`src/rtl/uxa_ps2_rxq_if.sv`:
```
// Bundle between the PS/2 receive queue and its neighbours: the shifter
// (d_i/frame_i/shf_reset_o), the raw PS/2 clock and the CPU pop/status side.
interface uxa_ps2_rxq_if;
   logic [7:0] d_i;
   logic       frame_i;
   logic       ps2_c_i;
   logic       shf_reset_o;
   logic [7:0] q_o;
   logic       valid_o;
   logic       read_i;
   logic       full_o;
   logic       overflow_o;
   logic       clr_ovf_i;

   modport slave (
      input  d_i, frame_i, ps2_c_i, read_i, clr_ovf_i,
      output shf_reset_o, q_o, valid_o, full_o, overflow_o
   );

   modport master (
      output d_i, frame_i, ps2_c_i, read_i, clr_ovf_i,
      input  shf_reset_o, q_o, valid_o, full_o, overflow_o
   );
endinterface

```
`src/rtl/uxa_ps2_rxq.sv`:
```
// PS/2 receive controller: captures completed shifter frames into a FWFT FIFO,
// re-arms the shifter after each capture and after a stalled partial frame.
module uxa_ps2_rxq #(
   parameter int unsigned DEPTH   = 16,
   parameter int unsigned TIMEOUT = 25000
) (
   input  logic          sys_clk_i,
   input  logic          reset_i,
   uxa_ps2_rxq_if.slave  bus
);
   localparam int unsigned     AW       = $clog2(DEPTH);
   localparam int unsigned     CW       = $clog2(TIMEOUT + 1);
   localparam logic [AW:0]     FULL_CNT = (AW+1)'(DEPTH);
   localparam logic [CW-1:0]   TO_CNT   = CW'(TIMEOUT);

   localparam logic [1:0] ST_IDLE     = 2'd0;
   localparam logic [1:0] ST_CLEAR    = 2'd1;
   localparam logic [1:0] ST_WAIT_LOW = 2'd2;

   logic [1:0]    state;
   logic [7:0]    mem [DEPTH];
   logic [AW-1:0] wr_ptr;
   logic [AW-1:0] rd_ptr;
   logic [AW:0]   count;
   logic          overflow;

   logic          c_s1;
   logic          c_s2;
   logic          c_prev;
   logic [CW-1:0] wd_cnt;
   logic          wd_armed;

   logic          is_full;
   logic          is_empty;
   logic          capture;
   logic          pop;
   logic          push;
   logic          drop;
   logic          c_edge;
   logic          wd_fire;

   always_comb begin
      is_full  = (count == FULL_CNT);
      is_empty = (count == '0);
      capture  = (state == ST_IDLE) && bus.frame_i;
      pop      = bus.read_i && !is_empty;
      // a pop in the same cycle frees the slot, so a full FIFO still accepts
      push     = capture && (!is_full || pop);
      drop     = capture && is_full && !pop;
      c_edge   = c_s2 ^ c_prev;
      // a pending frame takes precedence; its capture issues the only pulse
      wd_fire  = wd_armed && (wd_cnt == TO_CNT) && (state == ST_IDLE) && !bus.frame_i;
   end

   always_ff @(posedge sys_clk_i or posedge reset_i) begin
      if (reset_i) begin
         state <= ST_IDLE;
      end else begin
         case (state)
            ST_IDLE:     if (bus.frame_i)  state <= ST_CLEAR;
            ST_CLEAR:                      state <= ST_WAIT_LOW;
            ST_WAIT_LOW: if (!bus.frame_i) state <= ST_IDLE;
            default:                       state <= ST_IDLE;
         endcase
      end
   end

   always_ff @(posedge sys_clk_i) begin
      if (push) mem[wr_ptr] <= bus.d_i;
   end

   always_ff @(posedge sys_clk_i or posedge reset_i) begin
      if (reset_i) begin
         wr_ptr   <= '0;
         rd_ptr   <= '0;
         count    <= '0;
         overflow <= 1'b0;
      end else begin
         if (push) wr_ptr <= wr_ptr + AW'(1);
         if (pop)  rd_ptr <= rd_ptr + AW'(1);
         case ({push, pop})
            2'b10:   count <= count + (AW+1)'(1);
            2'b01:   count <= count - (AW+1)'(1);
            default: count <= count;
         endcase
         if (drop)               overflow <= 1'b1;
         else if (bus.clr_ovf_i) overflow <= 1'b0;
      end
   end

   // the counter saturates, so the armed flag limits the pulse to once per quiet period
   always_ff @(posedge sys_clk_i or posedge reset_i) begin
      if (reset_i) begin
         c_s1     <= 1'b1;
         c_s2     <= 1'b1;
         c_prev   <= 1'b1;
         wd_cnt   <= '0;
         wd_armed <= 1'b1;
      end else begin
         c_s1   <= bus.ps2_c_i;
         c_s2   <= c_s1;
         c_prev <= c_s2;
         if (c_edge) begin
            wd_cnt   <= '0;
            wd_armed <= 1'b1;
         end else begin
            if (wd_cnt != TO_CNT) wd_cnt <= wd_cnt + CW'(1);
            else                  wd_armed <= 1'b0;
         end
      end
   end

   assign bus.shf_reset_o = (state == ST_CLEAR) || wd_fire;
   assign bus.q_o         = is_empty ? '0 : mem[rd_ptr];
   assign bus.valid_o     = !is_empty;
   assign bus.full_o      = is_full;
   assign bus.overflow_o  = overflow;
endmodule

```
`src/flat_wrapper.sv`:
```
// flat-port wrapper written by rule: the top's interface ports become plain ports
module uxa_ps2_rxq_flat 
#(
   parameter int unsigned DEPTH   = 16,
   parameter int unsigned TIMEOUT = 25000
)
  (sys_clk_i, reset_i, bus_d_i, bus_frame_i, bus_ps2_c_i, bus_read_i, bus_clr_ovf_i, bus_shf_reset_o, bus_q_o, bus_valid_o, bus_full_o, bus_overflow_o);
  uxa_ps2_rxq_if bus_i ();
  input  logic sys_clk_i;
  input  logic reset_i;
  input wire logic [$bits(bus_i.d_i)-1:0] bus_d_i;
  input wire logic [$bits(bus_i.frame_i)-1:0] bus_frame_i;
  input wire logic [$bits(bus_i.ps2_c_i)-1:0] bus_ps2_c_i;
  input wire logic [$bits(bus_i.read_i)-1:0] bus_read_i;
  input wire logic [$bits(bus_i.clr_ovf_i)-1:0] bus_clr_ovf_i;
  output wire logic [$bits(bus_i.shf_reset_o)-1:0] bus_shf_reset_o;
  output wire logic [$bits(bus_i.q_o)-1:0] bus_q_o;
  output wire logic [$bits(bus_i.valid_o)-1:0] bus_valid_o;
  output wire logic [$bits(bus_i.full_o)-1:0] bus_full_o;
  output wire logic [$bits(bus_i.overflow_o)-1:0] bus_overflow_o;
  assign bus_i.d_i = bus_d_i;
  assign bus_i.frame_i = bus_frame_i;
  assign bus_i.ps2_c_i = bus_ps2_c_i;
  assign bus_i.read_i = bus_read_i;
  assign bus_i.clr_ovf_i = bus_clr_ovf_i;
  assign bus_shf_reset_o = bus_i.shf_reset_o;
  assign bus_q_o = bus_i.q_o;
  assign bus_valid_o = bus_i.valid_o;
  assign bus_full_o = bus_i.full_o;
  assign bus_overflow_o = bus_i.overflow_o;
  uxa_ps2_rxq #(.DEPTH(DEPTH), .TIMEOUT(TIMEOUT)) u_core (.sys_clk_i(sys_clk_i), .reset_i(reset_i), .bus(bus_i));
endmodule
```
`config.mk`:
```
export PLATFORM = sky130hd
export DESIGN_NAME = uxa_ps2_rxq_flat
export DESIGN_NICKNAME = d
export VERILOG_FILES = /design/src/rtl/uxa_ps2_rxq_if.sv /design/src/rtl/uxa_ps2_rxq.sv /design/src/flat_wrapper.sv
export SDC_FILE = /design/constraint.sdc
export NUM_CORES = 1
export LEC_CHECK = 0
export CORE_MARGIN = 8
export CORE_UTILIZATION = 30
export CTS_CLUSTER_DIAMETER = 150
export DETAILED_ROUTE_END_ITERATION = 8
export DONT_BUFFER_PORTS = 1
export PLACE_DENSITY = 0.45
export SYNTH_ARGS = -nofsm -noshare
export SYNTH_HDL_FRONTEND = slang
export SYNTH_SLANG_ARGS = --single-unit
```
`constraint.sdc`:
```
create_clock -name sys_clk_i -period 7.3 [get_ports sys_clk_i]
set_input_delay 0.73 -clock sys_clk_i [delete_from_list [all_inputs] [get_ports sys_clk_i]]
set_output_delay 0.73 -clock sys_clk_i [all_outputs]
set_load 0.02 [all_outputs]
```
# Yosys cells after proc, flatten, opt, wreduce, memory -nomap -nowiden
# Memory sizes are Yosys's and may differ from the RTL's.
# Cells that the tools add are included.
# classes
add_sub_neg	5
n_eq_ne	10
n_mux	13
bitwise	1
reduce_logical	20
# ops
cell	n
$mux 15	2
$add 15x1->15 const B	1
$eq 15x15->1 const B	1
$ne 15x15->1 const B	1
$pmux 5 s2	1
$add 4x1->4 const B	2
$logic_and 1x1->1	8
$mux 8	1
$mux 1	6
$pmux 2 s3	1
$reduce_bool 2->1	3
$add 5x1->5 const B	1
$eq 5x5->1 const B	1
$logic_not 5->1	1
$sub 5x1->5 const B	1
$eq 2x1->1 const B	2
$eq 2x2->1 const B	2
$logic_not 1->1	4
$mux 2	2
$ne 2x2->1 const B	2
$logic_not 2->1	1
$logic_or 1x1->1	2
$ne 2x1->1 const B	1
$reduce_and 2->1	1
$xor 1x1->1	1
# totals
ff_bits	35
mem_bits_rw	128
input_bits	14
out_inout_bits	12
wordCells	60
mem_count	1
# mem_list
memory	words	word_bits	read_ports	rd_clocked_by_memory_dff	write_ports	line_no	rtl
u_core.mem	16	8	1	0	1	uxa_ps2_rxq.sv:21	logic [7:0] mem [DEPTH];

# Logic depth before layout (Yosys ltp)
# Gate-level depths: netlist of run 1.
# depth
ltp_word	7
depth_mapped	11
ltp_nobuf	10

# Worst setup path before layout of run 1
# OpenSTA, ideal clock, no wires.
# synth_timing
kind	reg2out
from	reg u_core.wd_cnt[0]
to	out bus_shf_reset_o
arrival_ns	2.092
required_time_ns	6.570
slack_ns	4.478
path_stages_with_launch	9
n_path_buf	1
cell_sequence	dfrtp_1 > inv_1 > ha_1 > nor4b_2 > nand4_1 > or3_1 > buf_2 > or3b_1 > a21oi_1
# synth_via
elab_chain_len	5
# synth_lines
element	line_no	rtl
start: declaration	uxa_ps2_rxq.sv:30	logic [CW-1:0] wd_cnt;
start signal: assignment	uxa_ps2_rxq.sv:107	if (wd_cnt != TO_CNT) wd_cnt <= wd_cnt + CW'(1);
$eq 15x15->1	uxa_ps2_rxq.sv:52	wd_fire = wd_armed && (wd_cnt == TO_CNT) && (state == ST_IDLE) && !bus.frame_i;
$logic_and 1x1->1 (3 in a row)	uxa_ps2_rxq.sv:52	
$logic_or 1x1->1	uxa_ps2_rxq.sv:113	assign bus.shf_reset_o = (state == ST_CLEAR) || wd_fire;
end: declaration	flat_wrapper.sv:16	output wire logic [$bits(bus_i.shf_reset_o)-1:0] bus_shf_reset_o;
# No other way between the ends.

# Final worst setup path of run 1
# Ends and elaborated chain as after synthesis.

==> flow_summary.yaml, run 1 <==
run_status:
  run_status: "finished, final reports clean"
pwr:
  swShare_pct: 32.59
  share_seq_of_total_power_pct: 42.2
  p_leak_uw: 0.002580
  clock_power_share_pct: 30.4
  p_switching_uw: 927.2
  post_layout_total_power_uw: 2845
  power.combinational.fraction_pct: 27.4
  design_internal_power_uw: 1918
  power_per_cell_area_nw_per_um2: 370.0
  power.ir.vdd_worst_uv: 152.2
setup_path:
  worstRegToRegCells: 5
  setup.worst_path.end_class: "primary output"
  critical_path.reg2reg.endpoint: "u_core.mem[8][5]$_DFFE_PP_"
  timing.setup.critical_path_class: "reg -> out"
  worstPathMaxFanout: 5
  cp.arrival_ps: 2620
  critical_path_required_time_ps: 6570
  worstSetupStartpointType: "register"
  ff_to_ff_setup_slack_ps: 4720
  regToRegStartpoint: "u_core.state[1]$_DFFE_PP0P_"
synth:
  syn_nets: 423
  synthCells: 400
  yosys.area.top_type_share_pct: 56.77
  synth.cells.most_frequent: "edfxtp_1 (128), mux4_2 (32), dfrtp_1 (31), nor2_1 (18)"
  yosysWarningCount: 0
  netlist.top_cell.by_area: "edfxtp_1"
  ys_top_cells_by_area: "edfxtp_1 (57%), dfrtp_1 (11%), mux4_2 (11%), mux2i_1 (2.5%), ha_1 (1.7%)"
  post_synth_num_cell_types: 46
  synthFlopType: "edfxtp_1"
  synth_async_sr_flop_share_pct: 21.47
  yosys_register_bits: 163
  postSynthAreaPerCell_um2: 16.93
  yosysSeqAreaShare_pct: 69.78
  synth_edf_count: 128
  library_cell_with_the_highest_instance_count_after_synthesis: "edfxtp_1"
  synth_area_um2: 6770
global_route:
  first_global_vias: 3449
  global_route.usage.met1_pct: 12.95
  grt_max_degree: 36
  gr-max-usage-layer: "met2"
  grt_util_met3_pct: 2.496
  grt_antenna_before_repair: 0
  groute.layer.met2.usage_pct: 16.70
  grt_first_pass_wirelength_mm: 21.19
  globalRouteTotalUtil_pct: 10.29
  globalRouteOverflowTotal: 0
place:
  gp_congestion: 0.7486
  dp.final_hpwl_mm: 8.647
  post-place-ws_ps: 4349
  io_buf_count: 0
  dp_cells: 673
  detailed_place.area_um2: 7121
sta:
  fmax_mhz: 298.2
  period_share_pct: 45.93
  grt_setup_unrepaired: "false"
  setup_ws_ps: 3947
  totalNegativeSetupSlack_ps: 0
  final-setup-viol-count: 0
  report.final.slew_viol_count: 0
  max-slew-margin-rel_pct: 17.30
  post-route-min-period_ps: 3353
  worst_slew_pin_slew_ps: 1236
  hold_viol_final: 0
  finClkSkew_ps: 10.78
hold_path:
  hold_class: "in -> async"
final_layout:
  antenna_cells: 0
  design_area_um2: 7690
  nFillCells: 2072
  final_cells: 704
  number_of_nets_in_the_final_layout: 430
  layout-drive-gt1-share_pct: 21.00
  areaGrowthSynthToFinish_pct: 13.58
floorplan:
  core.rowCount: 55
  design.portCount: 26
  dieArea_um2: 27630
  die_w_um: 166.2
  start_util_pct: 30.27
  floorplan.core_area_um2: 22370
  die_h_um: 166.2
clock_network:
  cts_setup_buffers: 0
  max_root_sink_buffers: 2
  cts_repair_resize_count: 0
  cts-buffers-inserted: 17
  clock_tree.htree_level_count: 4
  clk_pin_slew_worst_paths_ps: 70
  cts_tree: "yes"
  cts_hold_buf: 0
  clkSinkCount: 163
  clock_tree.root_cell: "clkbuf_16"
  worst_skew_pair_later_pin_latency_ps: 420
routing:
  detailedRoute.firstIterationViolations: 264
  drtAntennaViolNets: 0
  routed-via-count: 3321
  routed_wire_length_per_instance_um: 19.49
  route.final.wire_length_mm: 13.72
  drc: 0
  dr.pass1.iters: 4
  routed_via_density: 4.717
run:
  maxCapViolCount: 0
-- layout make-up --
class	count	area [um^2]	share of cell area, %
clock buffers	17	425.4	5.532
flip-flops and latches	163	4726	61.45
well taps	285	356.6	4.637
multi-input cells	200	1918	24.94
repair buffers	7	52.55	0.6834
inverters	18	67.56	0.8786
clock inverters	14	143.9	1.871
-- state kept, by name, indices dropped and copies added, names as in the netlist --
signal / cells
u_core.mem: 128
u_core.wd_cnt: 15
u_core.count: 5
u_core.rd_ptr: 4
u_core.wr_ptr: 4
u_core.state: 2
u_core.bus.overflow_o: 1
u_core.c_prev: 1
u_core.c_s1: 1
u_core.c_s2: 1
u_core.wd_armed: 1
-- power groups by stage --
stage	Clock [uW]	Sequential (uW)	Combinational (uW)
2_1_floorplan	0	1150	659
3_3_place_gp	0	1220	797
3_5_place_dp	0	1220	797
4_1_cts	885	1200	799
5_1_grt	923	1210	845
6_report	865	1200	779
-- worst max-delay path, cell delays in order, from the launching register on --
cell	delay (ps)
dfrtp_1	430
inv_1	70
ha_1	130
nor4b_2	170
nand4_1	100
or3_1	480
or3b_1	400
a21oi_1	410
-- through the flow --
stage	hold WS (ps)	utilization [%]
2_1_floorplan	345.2	-
3_3_place_gp	346.2	31.84
3_5_place_dp	350.0	31.84
4_1_cts	276.5	34.38
5_1_grt	273.1	34.38
6_report	300.5	34.38
-- cells by family (layout without fill, tap and decap cells) --
kind of cell               after synthesis  after routing  share of synthesized area (%)
DFF                                    163            163                          69.78
xor gates and xnor gates                19             19                          2.458
muxes                                   52             52                          13.77
AOI/OAI and AO/OA                       37             37                          3.438
buffers and inverters                   37             56                          2.254
and+or+nand+nor                         83             83                          6.634
adders and majority gates                9              9                          1.663
-- metal layers --
layer | vias to the layer above | share of wire [%] | wire length [um]
met5 | - | 0 | 0
met3 | 15 | 3.2 | 442
met1 | 1697 | 46 | 6369
li1 | 1561 | - | -
met4 | 0 | 1.5 | 210
met2 | 48 | 49 | 6699
-- placed cells by master, fill, tap and decap left out, types with 8 or more instances in the layout --
master,count
nand3_1,8
inv_1,17
mux2i_1,17
clkbuf_16,17
and2_1,10
dfrtp_1,30
edfxtp_1,128
o22ai_1,10
ha_1,9
nand2_1,14
xnor2_1,12
nor2_1,18
o21ai_0,9
mux4_2,32
a21oi_1,8
-- how the worst max path moves through the flow --
stage                            startpoint         endpoint  slack [ps]
6_report       u_core.wd_cnt[0]$_DFFE_PP0P_  bus_shf_reset_o        3950
5_1_grt        u_core.wd_cnt[0]$_DFFE_PP0P_  bus_shf_reset_o        3780
4_1_cts        u_core.wd_cnt[0]$_DFFE_PP0P_  bus_shf_reset_o        3880
3_5_place_dp   u_core.wd_cnt[0]$_DFFE_PP0P_  bus_shf_reset_o        4350
3_3_place_gp   u_core.rd_ptr[0]$_DFFE_PP0P_       bus_q_o[0]        4370
2_1_floorplan  u_core.wd_cnt[0]$_DFFE_PP0P_  bus_shf_reset_o        4480
Note: power is estimated with default switching activity, not from simulation.
==> run 2, diff against run 1 <==
--- a/config.mk
+++ b/config.mk
@@ -5,6 +5,7 @@
 export SDC_FILE = /design/constraint.sdc
 export NUM_CORES = 1
 export LEC_CHECK = 0
+export ABC_AREA = 1
 export CORE_MARGIN = 8
 export CORE_UTILIZATION = 30
 export CTS_CLUSTER_DIAMETER = 150
==> constraint.sdc (replaced) <==
create_clock -name sys_clk_i -period 3.3 [get_ports sys_clk_i]
set_input_delay 0.33 -clock sys_clk_i [delete_from_list [all_inputs] [get_ports sys_clk_i]]
set_output_delay 0.33 -clock sys_clk_i [all_outputs]
set_load 0.02 [all_outputs]
==> flow_summary.yaml, run 2 <==
run_status:
  run_status: "finished, final reports clean"
sta:
  final-setup-viol-count: 0
  hold_viol_final: 0
  period_share_pct: 88.80
  post-route-min-period_ps: 2930
  finalHoldWorstSlack_ps: 46.77
  report.final.slew_viol_count: 0
  max-slew-margin-rel_pct: 39.41
  setup_ws_ps: 369.7
  finClkSkew_ps: 9.383
  grt_setup_unrepaired: "false"
  worst_slew_pin_slew_ps: 905.5
  totalNegativeSetupSlack_ps: 0
  fmax_mhz: 341.3
place:
  dp_cells: 910
  dp.final_hpwl_mm: 11.13
  gp_congestion: 0.8423
  io_buf_count: 0
  post-place-ws_ps: 818.5
synth:
  ys_top_cells_by_area: "edfxtp_1 (55%), dfrtp_1 (11%), nor2_1 (5.3%), o21ai_0 (4.9%), o221ai_1 (3.8%)"
  yosysWarningCount: 0
  yosys.area.top_type_share_pct: 55.00
  syn_nets: 615
  post_synth_num_cell_types: 40
  synth_area_um2: 6988
  synthFlopType: "edfxtp_1"
  netlist.top_cell.by_area: "edfxtp_1"
  yosys_register_bits: 163
  postSynthAreaPerCell_um2: 11.80
  yosysSeqAreaShare_pct: 67.61
  synth.cells.most_frequent: "edfxtp_1 (128), nor2_1 (98), o21ai_0 (69), nand2_1 (47), inv_1 (37)"
  synthCells: 592
  synth_async_sr_flop_share_pct: 21.47
  library_cell_with_the_highest_instance_count_after_synthesis: "edfxtp_1"
  synth_edf_count: 128
pwr:
  p_switching_uw: 2562
  clock_power_share_pct: 27.7
  power.combinational.fraction_pct: 34.2
  share_seq_of_total_power_pct: 38.1
  power_per_cell_area_nw_per_um2: 836.4
  design_internal_power_uw: 4227
  p_leak_uw: 0.002879
  power.ir.vdd_worst_uv: 378.0
  swShare_pct: 37.74
setup_path:
  slowest_stage_cell_crit_path: "dfrtp_2"
  worst_path_dominant_cell_family: "buffers and inverters"
  maximum_single_stage_delay_on_the_critical_path_ps: 540
  cp_common_cell: "buf_4"
  worstSetupStartpointType: "register"
  worst-path-buf-inv: 4
  setup.worst_path.end_class: "primary output"
  critical_path_required_time_ps: 2970
  cp_cell_sequence: "inv_2 -> buf_4 -> buf_4 -> o21ai_0 -> o221ai_1 -> nand3_1 -> a21oi_1 -> buf_4"
  timing.setup.critical_path_class: "reg -> out"
  worstPathMaxFanout: 27
  cp.arrival_ps: 2600
global_route:
  grt_max_degree: 49
  globalRouteTotalUtil_pct: 12.36
  first_global_vias: 4634
  grt_first_pass_wirelength_mm: 26.52
  globalRouteOverflowTotal: 0
  grt_antenna_before_repair: 0
routing:
  drc: 0
  dr_wl_met2_mm: 8.045
  dr.pass1.iters: 4
  highest_metal_layer_with_signal_wires: "met4"
  routed_wire_length_per_instance_um: 17.86
  routed_via_density: 4.839
  route.final.wire_length_mm: 17.02
  detailedRoute.firstIterationViolations: 366
  detail_route_met3_wl_um: 842
  routed-via-count: 4612
  drtAntennaViolNets: 0
  detail_route.wirelength.met1_mm: 7.877
clock_network:
  cts-buffers-inserted: 17
  cts_repair_resize_count: 0
  clkSinkCount: 163
  worst_skew_pair_later_pin_latency_ps: 420
  max_root_sink_buffers: 2
  clock_tree.htree_level_count: 4
  clock_tree.root_cell: "clkbuf_16"
  cts_tree: "yes"
  clk_pin_slew_worst_paths_ps: 60
final_layout:
  layout-drive-gt1-share_pct: 13.09
  largest_register_ffs: 128
  areaGrowthSynthToFinish_pct: 16.15
  multi_input_gate_area_in_the_final_layout_um2: 1976
  post-route-util_pct: 35.00
  nFillCells: 2306
  number_of_nets_in_the_final_layout: 644
  regMostFlops: "u_core.mem"
  antenna_cells: 0
  sequential_cell_area_um2: 4726
  final_cells: 953
  layout_commonest_cell: "edfxtp_1"
  largestRegisters: "u_core.mem (128), u_core.wd_cnt (15), u_core.count (5)"
  layout.cells.most_common_list: "edfxtp_1 (128), nor2_1 (98), o21ai_0 (69)"
floorplan:
  die_w_um: 168.6
  die_h_um: 168.6
  dieArea_um2: 28430
  floorplan.core_area_um2: 23190
  start_util_pct: 30.13
  core.rowCount: 56
  design.portCount: 26
hold_path:
  hold_class: "in -> reg"
run:
  maxCapViolCount: 0
-- run 2: through the flow --
step / power [uW] / cell area [um^2]
2_1_floorplan: 4158 / 6988
3_3_place_gp: 4922 / 7448
3_5_place_dp: 4937 / 7448
4_1_cts: 6855 / 8117
5_1_grt: 7205 / 8117
6_report: 6789 / 8117
-- run 2: worst reg2reg max path, stage by stage (launching register included) --
cell	delay, ps
dfrtp_1	450
nor2_4	80
nand3_4	190
nand2_4	130
nand2_2	90
nand2_2	80
inv_4	110
nand2_1	150
nor2_1	720
-- run 2: kinds of logic (layout without fill, tap and decap cells) --
family,Yosys count,after routing,synth area share [%]
buffers and inverters,69,111,4.118
xor gates and xnor gates,12,12,1.504
AOI/OAI and AO/OA,125,125,10.65
DFF,163,163,67.61
adders and majority gates,9,9,1.611
and+or+nand+nor,214,214,14.50
-- run 2: cell type report --
| type | instances | area share [%] |
|---|---|---|
| Multi-Input combinational cell | 360 | 24.34 |
| Tap cell | 319 | 4.918 |
| Timing Repair Buffer | 35 | 3.576 |
| Clock inverter | 15 | 1.634 |
| Sequential cell | 163 | 58.22 |
| Clock buffer | 17 | 5.241 |
| Inverter | 44 | 2.066 |
-- run 2: final timing paths --
path	cells past startpoint	from	to	slack [ps]
worst min register to register	0	u_core.c_s1$_DFF_PP1_	u_core.c_s2$_DFF_PP1_	360
worst max register to register	8	u_core.count[0]$_DFFE_PP0P_	u_core.mem[10][3]$_DFFE_PP_	910
max in group asynchronous	3	reset_i	u_core.rd_ptr[0]$_DFFE_PP0P_	2050
worst min-delay path	2	bus_frame_i	u_core.state[1]$_DFFE_PP0P_	50
min in group asynchronous	2	reset_i	u_core.wd_cnt[2]$_DFFE_PP0P_	490
worst max-delay path	8	u_core.rd_ptr[0]$_DFFE_PP0P_	bus_q_o[1]	370
-- run 2: power groups by stage --
stage,registers [uW],clock network [uW],logic [uW]
after floorplan,2560,0,1600
after global placement,2620,0,2300
after detailed placement,2630,0,2310
after CTS,2590,1910,2360
after global routing,2610,1990,2600
final,2580,1880,2320
-- run 2: routing by layer --
metal  vias up  track usage (%)
li1       2185                -
met1      2293            16.21
met2       115            19.36
met3        19            3.634
met4         0            3.960
met5         -                0
-- run 2: what timing repair did --
action / in CTS / in global routing
hold buffers: 11 / 0
setup buffers: 0 / 0
hold endpoints to repair: 145 / 0
